**src/rtl/mp_add_pkg.sv**
```systemverilog
// Shared types and constants for the serial multi-precision adder.
package mp_add_pkg;

    localparam int SLICE_W        = 16;
    localparam int NSLICE_DEFAULT = 4;

    typedef enum logic [1:0] {
        IDLE = 2'd0,
        CALC = 2'd1,
        DONE = 2'd2
    } state_t;

endpackage

```
**src/rtl/cla_16bit.sv**
```systemverilog
// 16-bit two-level carry-lookahead adder: four 4-bit groups with a
// lookahead unit across the group generate/propagate terms.
module cla_16bit (
    input  logic [15:0] a,
    input  logic [15:0] b,
    input  logic        cin,
    output logic [15:0] sum,
    output logic        cout,
    output logic        pg,
    output logic        gg
);

    logic [15:0] g;
    logic [15:0] p;
    logic [15:0] c;
    logic [3:0]  grp_g;
    logic [3:0]  grp_p;
    logic [4:0]  gc;

    // Bit and group generate/propagate, group carries, then in-group carries and sum.
    always_comb begin
        g = a & b;
        p = a ^ b;

        for (int k = 0; k < 4; k++) begin
            grp_g[k] = g[4*k+3]
                     | (p[4*k+3] & g[4*k+2])
                     | (p[4*k+3] & p[4*k+2] & g[4*k+1])
                     | (p[4*k+3] & p[4*k+2] & p[4*k+1] & g[4*k]);
            grp_p[k] = &p[4*k +: 4];
        end

        gc[0] = cin;
        gc[1] = grp_g[0] | (grp_p[0] & cin);
        gc[2] = grp_g[1] | (grp_p[1] & grp_g[0]) | (grp_p[1] & grp_p[0] & cin);
        gc[3] = grp_g[2] | (grp_p[2] & grp_g[1]) | (grp_p[2] & grp_p[1] & grp_g[0])
              | (grp_p[2] & grp_p[1] & grp_p[0] & cin);
        gc[4] = grp_g[3] | (grp_p[3] & grp_g[2]) | (grp_p[3] & grp_p[2] & grp_g[1])
              | (grp_p[3] & grp_p[2] & grp_p[1] & grp_g[0])
              | (grp_p[3] & grp_p[2] & grp_p[1] & grp_p[0] & cin);

        for (int k = 0; k < 4; k++) begin
            c[4*k]   = gc[k];
            c[4*k+1] = g[4*k] | (p[4*k] & gc[k]);
            c[4*k+2] = g[4*k+1] | (p[4*k+1] & g[4*k]) | (p[4*k+1] & p[4*k] & gc[k]);
            c[4*k+3] = g[4*k+2] | (p[4*k+2] & g[4*k+1]) | (p[4*k+2] & p[4*k+1] & g[4*k])
                     | (p[4*k+2] & p[4*k+1] & p[4*k] & gc[k]);
        end

        sum  = p ^ c;
        cout = gc[4];
        pg   = &grp_p;
        gg   = grp_g[3] | (grp_p[3] & grp_g[2]) | (grp_p[3] & grp_p[2] & grp_g[1])
             | (grp_p[3] & grp_p[2] & grp_p[1] & grp_g[0]);
    end

endmodule

```
**src/rtl/mp_add_seq.sv**
```systemverilog
// Serial W-bit add/subtract: one 16-bit slice per cycle through a single
// shared CLA, LSB slice first, with a valid/ready handshake on each side.
module mp_add_seq
    import mp_add_pkg::*;
#(
    parameter int NSLICE = NSLICE_DEFAULT
) (
    input  logic                      clk,
    input  logic                      n_rst,
    input  logic                      in_valid,
    output logic                      in_ready,
    input  logic                      op_sub,
    input  logic [SLICE_W*NSLICE-1:0] a,
    input  logic [SLICE_W*NSLICE-1:0] b,
    output logic                      out_valid,
    input  logic                      out_ready,
    output logic [SLICE_W*NSLICE-1:0] result,
    output logic                      cout,
    output logic                      ovf
);

    localparam int W     = SLICE_W * NSLICE;
    // A single-slice build still needs a one-bit counter to stay legal.
    localparam int CNT_W = (NSLICE > 1) ? $clog2(NSLICE) : 1;

    state_t             state_q, state_d;
    logic [CNT_W-1:0]   cnt_q, cnt_d;
    logic               carry_q, carry_d;
    logic [W-1:0]       a_q, a_d;
    logic [W-1:0]       b_q, b_d;
    logic               sub_q, sub_d;
    logic [W-1:0]       result_q, result_d;
    logic               cout_q, cout_d;
    logic               ovf_q, ovf_d;

    logic [SLICE_W-1:0] a_slice;
    logic [SLICE_W-1:0] b_slice;
    logic [SLICE_W-1:0] b_eff;
    logic [SLICE_W-1:0] cla_sum;
    logic               cla_cout;
    logic               cla_pg_unused;
    logic               cla_gg_unused;
    logic               last_slice;

    // Select the operand slice addressed by the counter; subtract feeds ~B.
    always_comb begin
        a_slice = '0;
        b_slice = '0;
        for (int i = 0; i < NSLICE; i++) begin
            if (cnt_q == CNT_W'(i)) begin
                a_slice = a_q[i*SLICE_W +: SLICE_W];
                b_slice = b_q[i*SLICE_W +: SLICE_W];
            end
        end
        b_eff      = sub_q ? ~b_slice : b_slice;
        last_slice = (cnt_q == CNT_W'(NSLICE - 1));
    end

    cla_16bit u_cla (
        .a    (a_slice),
        .b    (b_eff),
        .cin  (carry_q),
        .sum  (cla_sum),
        .cout (cla_cout),
        .pg   (cla_pg_unused),
        .gg   (cla_gg_unused)
    );

    // Next-state logic for the FSM, operand capture and slice-by-slice result build.
    always_comb begin
        state_d  = state_q;
        cnt_d    = cnt_q;
        carry_d  = carry_q;
        a_d      = a_q;
        b_d      = b_q;
        sub_d    = sub_q;
        result_d = result_q;
        cout_d   = cout_q;
        ovf_d    = ovf_q;

        case (state_q)
            IDLE: begin
                if (in_valid) begin
                    a_d     = a;
                    b_d     = b;
                    sub_d   = op_sub;
                    cnt_d   = '0;
                    carry_d = op_sub;
                    state_d = CALC;
                end
            end
            CALC: begin
                for (int i = 0; i < NSLICE; i++) begin
                    if (cnt_q == CNT_W'(i)) begin
                        result_d[i*SLICE_W +: SLICE_W] = cla_sum;
                    end
                end
                carry_d = cla_cout;
                if (last_slice) begin
                    cnt_d   = '0;
                    cout_d  = cla_cout;
                    ovf_d   = (a_slice[SLICE_W-1] == b_eff[SLICE_W-1])
                            && (cla_sum[SLICE_W-1] != a_slice[SLICE_W-1]);
                    state_d = DONE;
                end else begin
                    cnt_d = cnt_q + CNT_W'(1);
                end
            end
            DONE: begin
                if (out_ready) begin
                    state_d = IDLE;
                end
            end
            default: begin
                state_d = IDLE;
            end
        endcase
    end

    // State registers; reset aborts any operation in flight and clears outputs.
    always_ff @(posedge clk or negedge n_rst) begin
        if (!n_rst) begin
            state_q  <= IDLE;
            cnt_q    <= '0;
            carry_q  <= 1'b0;
            a_q      <= '0;
            b_q      <= '0;
            sub_q    <= 1'b0;
            result_q <= '0;
            cout_q   <= 1'b0;
            ovf_q    <= 1'b0;
        end else begin
            state_q  <= state_d;
            cnt_q    <= cnt_d;
            carry_q  <= carry_d;
            a_q      <= a_d;
            b_q      <= b_d;
            sub_q    <= sub_d;
            result_q <= result_d;
            cout_q   <= cout_d;
            ovf_q    <= ovf_d;
        end
    end

    assign in_ready  = (state_q == IDLE);
    assign out_valid = (state_q == DONE);
    assign result    = result_q;
    assign cout      = cout_q;
    assign ovf       = ovf_q;

endmodule

```
**config.mk**
```make
export PLATFORM = sky130hd
export DESIGN_NAME = mp_add_seq
export DESIGN_NICKNAME = d
export VERILOG_FILES = /design/src/rtl/mp_add_pkg.sv /design/src/rtl/cla_16bit.sv /design/src/rtl/mp_add_seq.sv
export SDC_FILE = /design/constraint.sdc
export NUM_CORES = 1
export LEC_CHECK = 0
export CAP_MARGIN = 15
export CELL_PAD_IN_SITES_DETAIL_PLACEMENT = 1
export CELL_PAD_IN_SITES_GLOBAL_PLACEMENT = 1
export CORE_ASPECT_RATIO = 0.5
export CORE_UTILIZATION = 25
export CTS_CLUSTER_SIZE = 24
export DETAILED_ROUTE_END_ITERATION = 12
export PLACE_DENSITY_LB_ADDON = 0.3
export SLEW_MARGIN = 15
export SYNTH_ARGS = -nofsm -noshare
export SYNTH_HDL_FRONTEND = slang
export SYNTH_SLANG_ARGS = --single-unit
```
**constraint.sdc**
```tcl
create_clock -name clk -period 4.8 [get_ports clk]
set_clock_uncertainty 0.1 [all_clocks]
set_input_delay 0.96 -clock clk [delete_from_list [all_inputs] [get_ports clk]]
set_output_delay 0.96 -clock clk [all_outputs]
set_load 0.02 [all_outputs]
```
==> results of run 1 <==
[worst paths after layout]
path,endpoint,startpoint,cells past startpoint,slack (ns)
hold / removal,result[49],result[49],2,0.38
setup reg to reg,result[61],cnt_q[1],17,0.32
hold reg to reg,result[49],result[49],2,0.38
min in group asynchronous,result[29],n_rst,1,0.50
max in group asynchronous,a_q[45],n_rst,2,2.95
setup / recovery,result[61],cnt_q[1],17,0.32
[flip-flops by register name (all words and copies together) (netlist names)]
register,cells
cout,1
a_q,64
cnt_q,2
ovf,1
carry_q,1
b_q,64
result,64
sub_q,1
state_q,2
[metrics by stage]
stage	hold WS [ns]	power [µW]
after floorplan	0.345	6650
after global placement	0.362	8770
after detailed placement	0.363	9070
after CTS	0.380	10600
after global routing	0.398	11300
final	0.379	10400
[power by group through the flow]
stage,Sequential (µW),Combinational [µW],Clock [µW]
2_1_floorplan,3170,3480,0
3_3_place_gp,2990,5780,0
3_5_place_dp,3010,6050,0
4_1_cts,2990,6080,1490
5_1_grt,3080,6650,1560
6_report,2970,6010,1450
[layout by cell type, fill, tap and decap left out, types with 4 or more instances in the layout]
master / synthesis / layout
sky130_fd_sc_hd__mux2_2: 12 / 12
sky130_fd_sc_hd__nor2b_1: 5 / 5
sky130_fd_sc_hd__a21o_1: 4 / 4
sky130_fd_sc_hd__clkdlybuf4s50_1: 0 / 199
sky130_fd_sc_hd__o21ai_1: 28 / 28
sky130_fd_sc_hd__a21oi_1: 69 / 69
sky130_fd_sc_hd__clkbuf_16: 0 / 17
sky130_fd_sc_hd__nor2_1: 70 / 70
sky130_fd_sc_hd__o21ai_0: 61 / 61
sky130_fd_sc_hd__xnor2_1: 7 / 7
sky130_fd_sc_hd__buf_4: 0 / 17
sky130_fd_sc_hd__nand2_1: 512 / 511
sky130_fd_sc_hd__ha_1: 20 / 17
sky130_fd_sc_hd__xor2_1: 20 / 20
sky130_fd_sc_hd__fa_1: 4 / 4
sky130_fd_sc_hd__dfrtp_1: 200 / 200
sky130_fd_sc_hd__inv_1: 6 / 6
[worst max-delay path, delay by kind of cell (launching register included)]
kind / cells / cell delay (ns)
adder cells (fa/ha/maj): 3 / 1.38
AO/OA/AOI/OAI: 7 / 1.37
buffers and inverters: 2 / 0.47
flip-flops: 1 / 0.41
AND/OR/NAND/NOR: 4 / 0.34
XOR/XNOR: 1 / 0.27
[cell families after synthesis]
logic type / count (synthesis) / synth area share (%)
simple gates: 594 / 24.3
flops: 200 / 54.0
compound gates: 178 / 10.5
buf+inv: 74 / 3.00
xor+xnor: 29 / 2.90
fa+ha+maj: 24 / 3.57
mux: 14 / 1.67
[routing by layer]
metal  global-route usage (%)  vias up  part of all wire, %
met5                        0        -                    0
met3                     3.04       36                  3.2
li1                         -     3876                    -
met1                     22.9     3846                   47
met2                     27.4      106                   48
met4                     5.64        0                  2.1
[layout make-up]
class                           count  share of cell area (%)
Sequential cell                   200                    40.4
Multi-Input combinational cell    839                    32.3
Inverter                            7                   0.212
Clock inverter                     11                    1.00
Clock buffer                       21                    3.64
Timing Repair Buffer              219                    17.5
Tap cell                          484                    4.89
==> results.txt, run 1 <==
----------------------------------------------------
[Global routing]
  Number of antenna violations at the first check in global routing ... 0
  Total GRT Usage ... 16.9%
  Grt total ovfl ... 0
  Largest net degree at the start of global routing ... about 110
  Via count of the first global-routing pass ... between 8000 and 9000
  Wire length of the first global-routing pass ... just under 50 mm

[Die]
  I/O pin count ... ~200
  Height of the die ... 138 µm
  Floorplan row count ... 49
  Width of the die ... ~270 µm
  Effective utilization at floorplan ... 25.6%
  Placeable core region ... 36200 µm²
  Die outline area ... between 30000 and 40000 µm²

[Worst setup path]
  Crit. End Element ... flop
  Setup CP Type ... reg2reg
  Cell breakdown of the critical path ... inv_1 > ha_2 > buf_4 > nor2_1 > a21oi_1 > nor2_1 > a21oi_1 > o21ai_0 > ha_1 > nand2_1 > o21ai_1 > a21oi_2 > a21oi_1 > nor2_1 > fa_1 > xor2_1 > o21ai_0
  Worst-path cell with the longest stage delay ... sky130_fd_sc_hd__ha_2
  Req. time, crit path ... around 5 ns
  Crit path largest cell delay ... 0.53 ns
  Data arrival, critical path ... 4.70 ns
  Maximum fanout along the worst path ... 28
  Critical Path Start Type ... flop

[STA]
  Final worst setup slack ... 0.320 ns
  Fin. Hold Viols ... 0
  Final period utilization ... 93.3%
  Maximum clock frequency ... 223 MHz
  Count of endpoints failing setup in the final report ... 0
  Unrepaired setup endpoints after global routing ... false
  Transition at the pin with the smallest max-transition slack ... 1.06 ns
  Setup_tns ... 0 ns
  Number of pins exceeding their max-slew limit in the final report ... 0
  Slew headroom ... 29.4%
  Shortest period the worst path allows ... 4.48 ns

[Pwr]
  Fraction of power spent switching nets ... a little under half
  Standby leakage power ... 0.00588 µW
  Internal power component ... 5450 µW
  Total power per unit cell area ... 843 nW/µm²
  Highest ir drop seen on vdd ... between 0.0003 and 0.0004 V
  Share of power burned in registers ... 28.5%
  Reported net switching power ... 4990 µW
  Clock power frac ... 13.9%
  Combinational fraction of design power ... 57.6%

[Clock tree]
  Root Driver ... sky130_fd_sc_hd__clkbuf_16
  CTS tree ... yes
  CTS-repair resized insts ... 0
  Clock sink count ... 200
  Clock slew at the register clock pins of the worst setup and hold paths ... 0.07 ns
  Clock insertion delay at the later pin of the skew report ... roughly 0.46 ns
  Max Root-Sink Buffers ... 2
  Number of buffers inserted to repair setup after CTS ... 0
  Count of H-tree levels built during CTS ... 4
  Number of buffers created by CTS ... 17
  CTS hold repair buffers ... 0

[Layout]
  Number of nets in the final layout ... 1441
  Finished Core Util ... 34.2%
  Synthesis-to-layout area growth ... 33.6%
  Final std cell area, no fill ... between 10000 and 15000 µm²
  Post-route insts no fill ... ~1800
  Fraction of final layout cells with drive strength greater than 1 ... 5.71%
  Area used by multi-input combinational logic ... 4000 µm²
  Combined flip-flop and latch cell area ... between 5000 and 6000 µm²
  Antenna diodes ... 0
  Number of filler instances in the final layout ... 4229

[Logic synthesis]
  Number of flops mapped to enable cells by yosys ... 0
  Number of warning messages in the yosys log ... 0
  Mapped Avg Cell Area ... 8.32 µm²
  Post-synthesis instance total ... 1113
  Main synth FF type ... sky130_fd_sc_hd__dfrtp_1
  Top cells by instance count after synthesis ... sky130_fd_sc_hd__nand2_1, sky130_fd_sc_hd__dfrtp_1, sky130_fd_sc_hd__nor2_1, sky130_fd_sc_hd__a21oi_1, sky130_fd_sc_hd__o21ai_0
  Post-synth net total ... 1270
  Share of synthesized registers carrying an async set or reset ... 100%
  Number of distinct library cell variants in the gate-level netlist after synthesis ... 34
  Leading post-synthesis cells by cell area ... sky130_fd_sc_hd__dfrtp_1, sky130_fd_sc_hd__nand2_1, sky130_fd_sc_hd__a21oi_1
  Fraction of the yosys area taken by sequential cells ... roughly 54%
  Cell type with the highest aggregate area in the netlist ... sky130_fd_sc_hd__dfrtp_1
  Share of the synthesized area in the top cell type ... 54.0%
  Most used standard cell by instance count after synthesis ... sky130_fd_sc_hd__nand2_1
  Seq cells post-synth ... 200
  Cell area after synthesis ... 9270 µm²

[Placement]
  Detailed placement HPWL ... 23.5 mm
  Cell count after placement ... ~1700
  Routability-driven placement congestion ratio ... 0.832
  Setup Slack @ Placement ... 0.358 ns
  Placed instance area ... 11800 µm²
  Port-buffer cells ... 200

[Status]
  Result of the run ... finished, violations left
  Violations in the final reports ... DRC

[Job]
  Count of max-cap constraint violations ... 0

[Route]
  Final wirelength ... 30.8 mm
  Total DRC errors in the routed layout ... 14
  Number of routed nets with antenna violations ... 0
  Initial DRT Pass Iterations ... 8
  Vias ... 7864
  DR vias/cell ... 4.42
  Avg WL per Cell ... 17.3 µm
  Initial detailed-routing violation count ... about 500

[Min path]
  Hold Crit Class ... reg2reg

----------------------------------------------------
Note: power is estimated with default switching activity, not from simulation.
==> run 2: changes to the inputs <==
--- a/config.mk
+++ b/config.mk
@@ -9,7 +9,7 @@
 export CELL_PAD_IN_SITES_DETAIL_PLACEMENT = 1
 export CELL_PAD_IN_SITES_GLOBAL_PLACEMENT = 1
 export CORE_ASPECT_RATIO = 0.5
-export CORE_UTILIZATION = 25
+export CORE_UTILIZATION = 38
 export CTS_CLUSTER_SIZE = 24
 export DETAILED_ROUTE_END_ITERATION = 12
 export PLACE_DENSITY_LB_ADDON = 0.3
==> results.txt, run 2 (synthesis gave the netlist of run 1 again) <==
----------------------------------------------------
[Status]
  Result of the run ... complete, no violations

[Worst setup path]
  Launch instance of the worst register-to-register path ... cnt_q[1]
  Worst R2R Path Depth ... 18 (+1)
  Last element of the critical path ... result[29]
  R2r setup slk ... 0.38 ns (+0.06 ns)
  Crit. End Element ... flop
  Critical Path Start Type ... flop
  Setup CP Type ... reg2reg
  RR Endpoint ... result[29]
  Maximum fanout along the worst path ... 36 (+29%)
  Data arrival, critical path ... 4.60 ns (-0.10 ns)
  Critical Path Start ... cnt_q[1]
  Req. time, crit path ... 4.98 ns (-0.04 ns)

[Global routing]
  Total GRT Usage ... 26.0% (+9.1 points)
  Via count of the first global-routing pass ... 8768 (+1.5%)
  Largest net degree at the start of global routing ... 107 (-5.3%)
  Wire length of the first global-routing pass ... 49.0 mm (+0.44%)
  Grt total ovfl ... 0 (unchanged)
  Number of antenna violations at the first check in global routing ... 1 (+1)

[STA]
  Maximum clock frequency ... 226 MHz (+1.3%)
  Count of endpoints failing setup in the final report ... 0 (unchanged)
  Fin. Hold Viols ... 0 (unchanged)
  Unrepaired setup endpoints after global routing ... false
  Slew headroom ... 17.3% (-12 points)
  Transition at the pin with the smallest max-transition slack ... 1.24 ns (+0.178 ns)
  Final period utilization ... 92.1% (-1.2 points)
  Number of pins exceeding their max-slew limit in the final report ... 0 (unchanged)
  Setup_tns ... 0 ns (unchanged)
  Fin Hold WS ... 0.380 ns (+0.00178 ns)
  Shortest period the worst path allows ... 4.42 ns (-0.0588 ns)

[Route]
  Initial detailed-routing violation count ... 793 (+58%)
  Vias ... 8274 (+5.2%)
  Initial DRT Pass Iterations ... 5 (-3)
  Total DRC errors in the routed layout ... 0 (-14)
  Final wirelength ... 31.4 mm (+1.9%)
  Avg WL per Cell ... 19.7 µm (+14%)
  DR vias/cell ... 5.19 (+18%)
  Number of routed nets with antenna violations ... 0 (unchanged)

[Die]
  Width of the die ... 223 µm (-19%)
  Effective utilization at floorplan ... 39.6% (+14 points)
  I/O pin count ... 201 (unchanged)
  Die outline area ... 25000 µm² (-34%)
  Height of the die ... 112 µm (-19%)
  Placeable core region ... 23400 µm² (-35%)
  Floorplan row count ... 39 (-20%)

[Min path]
  Hold path depth ... 2 (unchanged)
  Hold Crit Class ... reg2reg

[Clock tree]
  Count of H-tree levels built during CTS ... 4 (unchanged)
  Clock sink count ... 200 (unchanged)
  Clock slew at the register clock pins of the worst setup and hold paths ... 0.07 ns (about the same)
  CTS tree ... yes
  CTS hold repair buffers ... 0 (unchanged)
  Root Driver ... sky130_fd_sc_hd__clkbuf_16
  Max Root-Sink Buffers ... 2 (unchanged)
  Number of buffers created by CTS ... 17 (unchanged)
  Clock insertion delay at the later pin of the skew report ... 0.45 ns (about the same)

[Pwr]
  Total power per unit cell area ... 880 nW/µm² (+4.3%)
  Standby leakage power ... 0.00583 µW (-0.81%)
  Highest ir drop seen on vdd ... 0.000523 V (+50%)
  Design Power ... 10600 µW (+2.0%)

[Layout]
  Number of nets in the final layout ... 1433 (-0.56%)
  Fraction of final layout cells with drive strength greater than 1 ... 5.05% (-0.65 points)
  Synthesis-to-layout area growth ... 30.6%
  Number of filler instances in the final layout ... 2772 (-34%)
  Antenna diodes ... 0 (unchanged)
  Most used cells in the layout excluding fill and tap cells ... sky130_fd_sc_hd__nand2_1, sky130_fd_sc_hd__dfrtp_1, sky130_fd_sc_hd__clkdlybuf4s50_1
  Most common cell after layout, fill and taps aside ... sky130_fd_sc_hd__nand2_1

[Placement]
  Detailed placement HPWL ... 22.5 mm (-4.3%)
  Port-buffer cells ... 200 (unchanged)
  Routability-driven placement congestion ratio ... 0.857 (+3.1%)

[Job]
  Count of max-cap constraint violations ... 0 (unchanged)

----------------------------------------------------
-- run 2: cell count changes in the layout (fill, tap and decap cells not counted), sizes merged --
cell	change
buf	-8
clkinv	-4
clkbuf	+1
-- run 2: worst min-delay path by stage --
stage / start / endpoint
6_report: b_q[47] / b_q[47]
5_1_grt: b_q[47] / b_q[47]
3_5_place_dp: b_q[47] / b_q[47]
3_3_place_gp: a_q[43] / a_q[43]
4_1_cts: b_q[47] / b_q[47]
2_1_floorplan: b_q[60] / b_q[60]
-- run 2: critical path, stage by stage, from the launching register on --
cell and delay, ns:
sky130_fd_sc_hd__dfrtp_1 0.41, sky130_fd_sc_hd__inv_1 0.15, sky130_fd_sc_hd__ha_4 0.39, sky130_fd_sc_hd__buf_4 0.37
sky130_fd_sc_hd__nor2_1 0.09, sky130_fd_sc_hd__a21oi_1 0.14, sky130_fd_sc_hd__nor2_1 0.05, sky130_fd_sc_hd__a21oi_1 0.17
sky130_fd_sc_hd__o21ai_0 0.11, sky130_fd_sc_hd__ha_1 0.38, sky130_fd_sc_hd__a21oi_1 0.10, sky130_fd_sc_hd__nor2b_1 0.15
sky130_fd_sc_hd__a311o_1 0.30, sky130_fd_sc_hd__a21oi_2 0.14, sky130_fd_sc_hd__a21oi_1 0.29, sky130_fd_sc_hd__nor2_1 0.11
sky130_fd_sc_hd__fa_1 0.44, sky130_fd_sc_hd__xor2_1 0.24, sky130_fd_sc_hd__o21ai_0 0.12
-- run 2: report_power, final --
part / internal, µW / switching (µW) / total (µW)
clock: 788 / 655 / 1440
sequential: 2510 / 568 / 3070
combinational: 2150 / 3980 / 6130
-- run 2: cell type report --
type | instances | area [µm²] | share of cell area, %
flip-flops and latches | 200 | 5000 | 41.3
clock inverters | 7 | 96.3 | 0.796
well taps | 307 | 384 | 3.17
clock buffers | 22 | 464 | 3.84
multi-input cells | 839 | 4020 | 33.2
repair buffers | 211 | 2110 | 17.5
inverters | 7 | 26.3 | 0.217
-- run 2: metrics by stage --
step / cell area, µm² / setup slack [ns] / util (%) / instances
floorplan: 9270 / 0.778 / - / 1113
global placement: 11500 / 0.475 / 49.3 / 1564
detailed placement: 11500 / 0.275 / 49.3 / 1564
CTS: 12100 / 0.195 / 51.7 / 1593
global route: 12100 / 0.105 / 51.8 / 1593
finish: 12100 / 0.379 / 51.8 / 1593
-- run 2: metal layers --
layer | GRT usage (%) | wire length (µm)
met5 | 0 | 0
met4 | 6.62 | 534
met3 | 5.16 | 1430
met2 | 40.6 | 14400
met1 | 37.2 | 15000
-- run 2: repair_timing --
action                     CTS  global route
buffers inserted             0             0
resized for setup            0             2
setup endpoints to repair    0            16
==> run 3: changes to the inputs <==
--- a/config.mk
+++ b/config.mk
@@ -10,7 +10,6 @@
 export CELL_PAD_IN_SITES_GLOBAL_PLACEMENT = 1
 export CORE_ASPECT_RATIO = 0.5
 export CORE_UTILIZATION = 38
-export CTS_CLUSTER_SIZE = 24
 export DETAILED_ROUTE_END_ITERATION = 12
 export PLACE_DENSITY_LB_ADDON = 0.3
 export SLEW_MARGIN = 15
==> results of run 3 <==
Same layout as run 2: the final DEF is identical, and so are final timing and power.
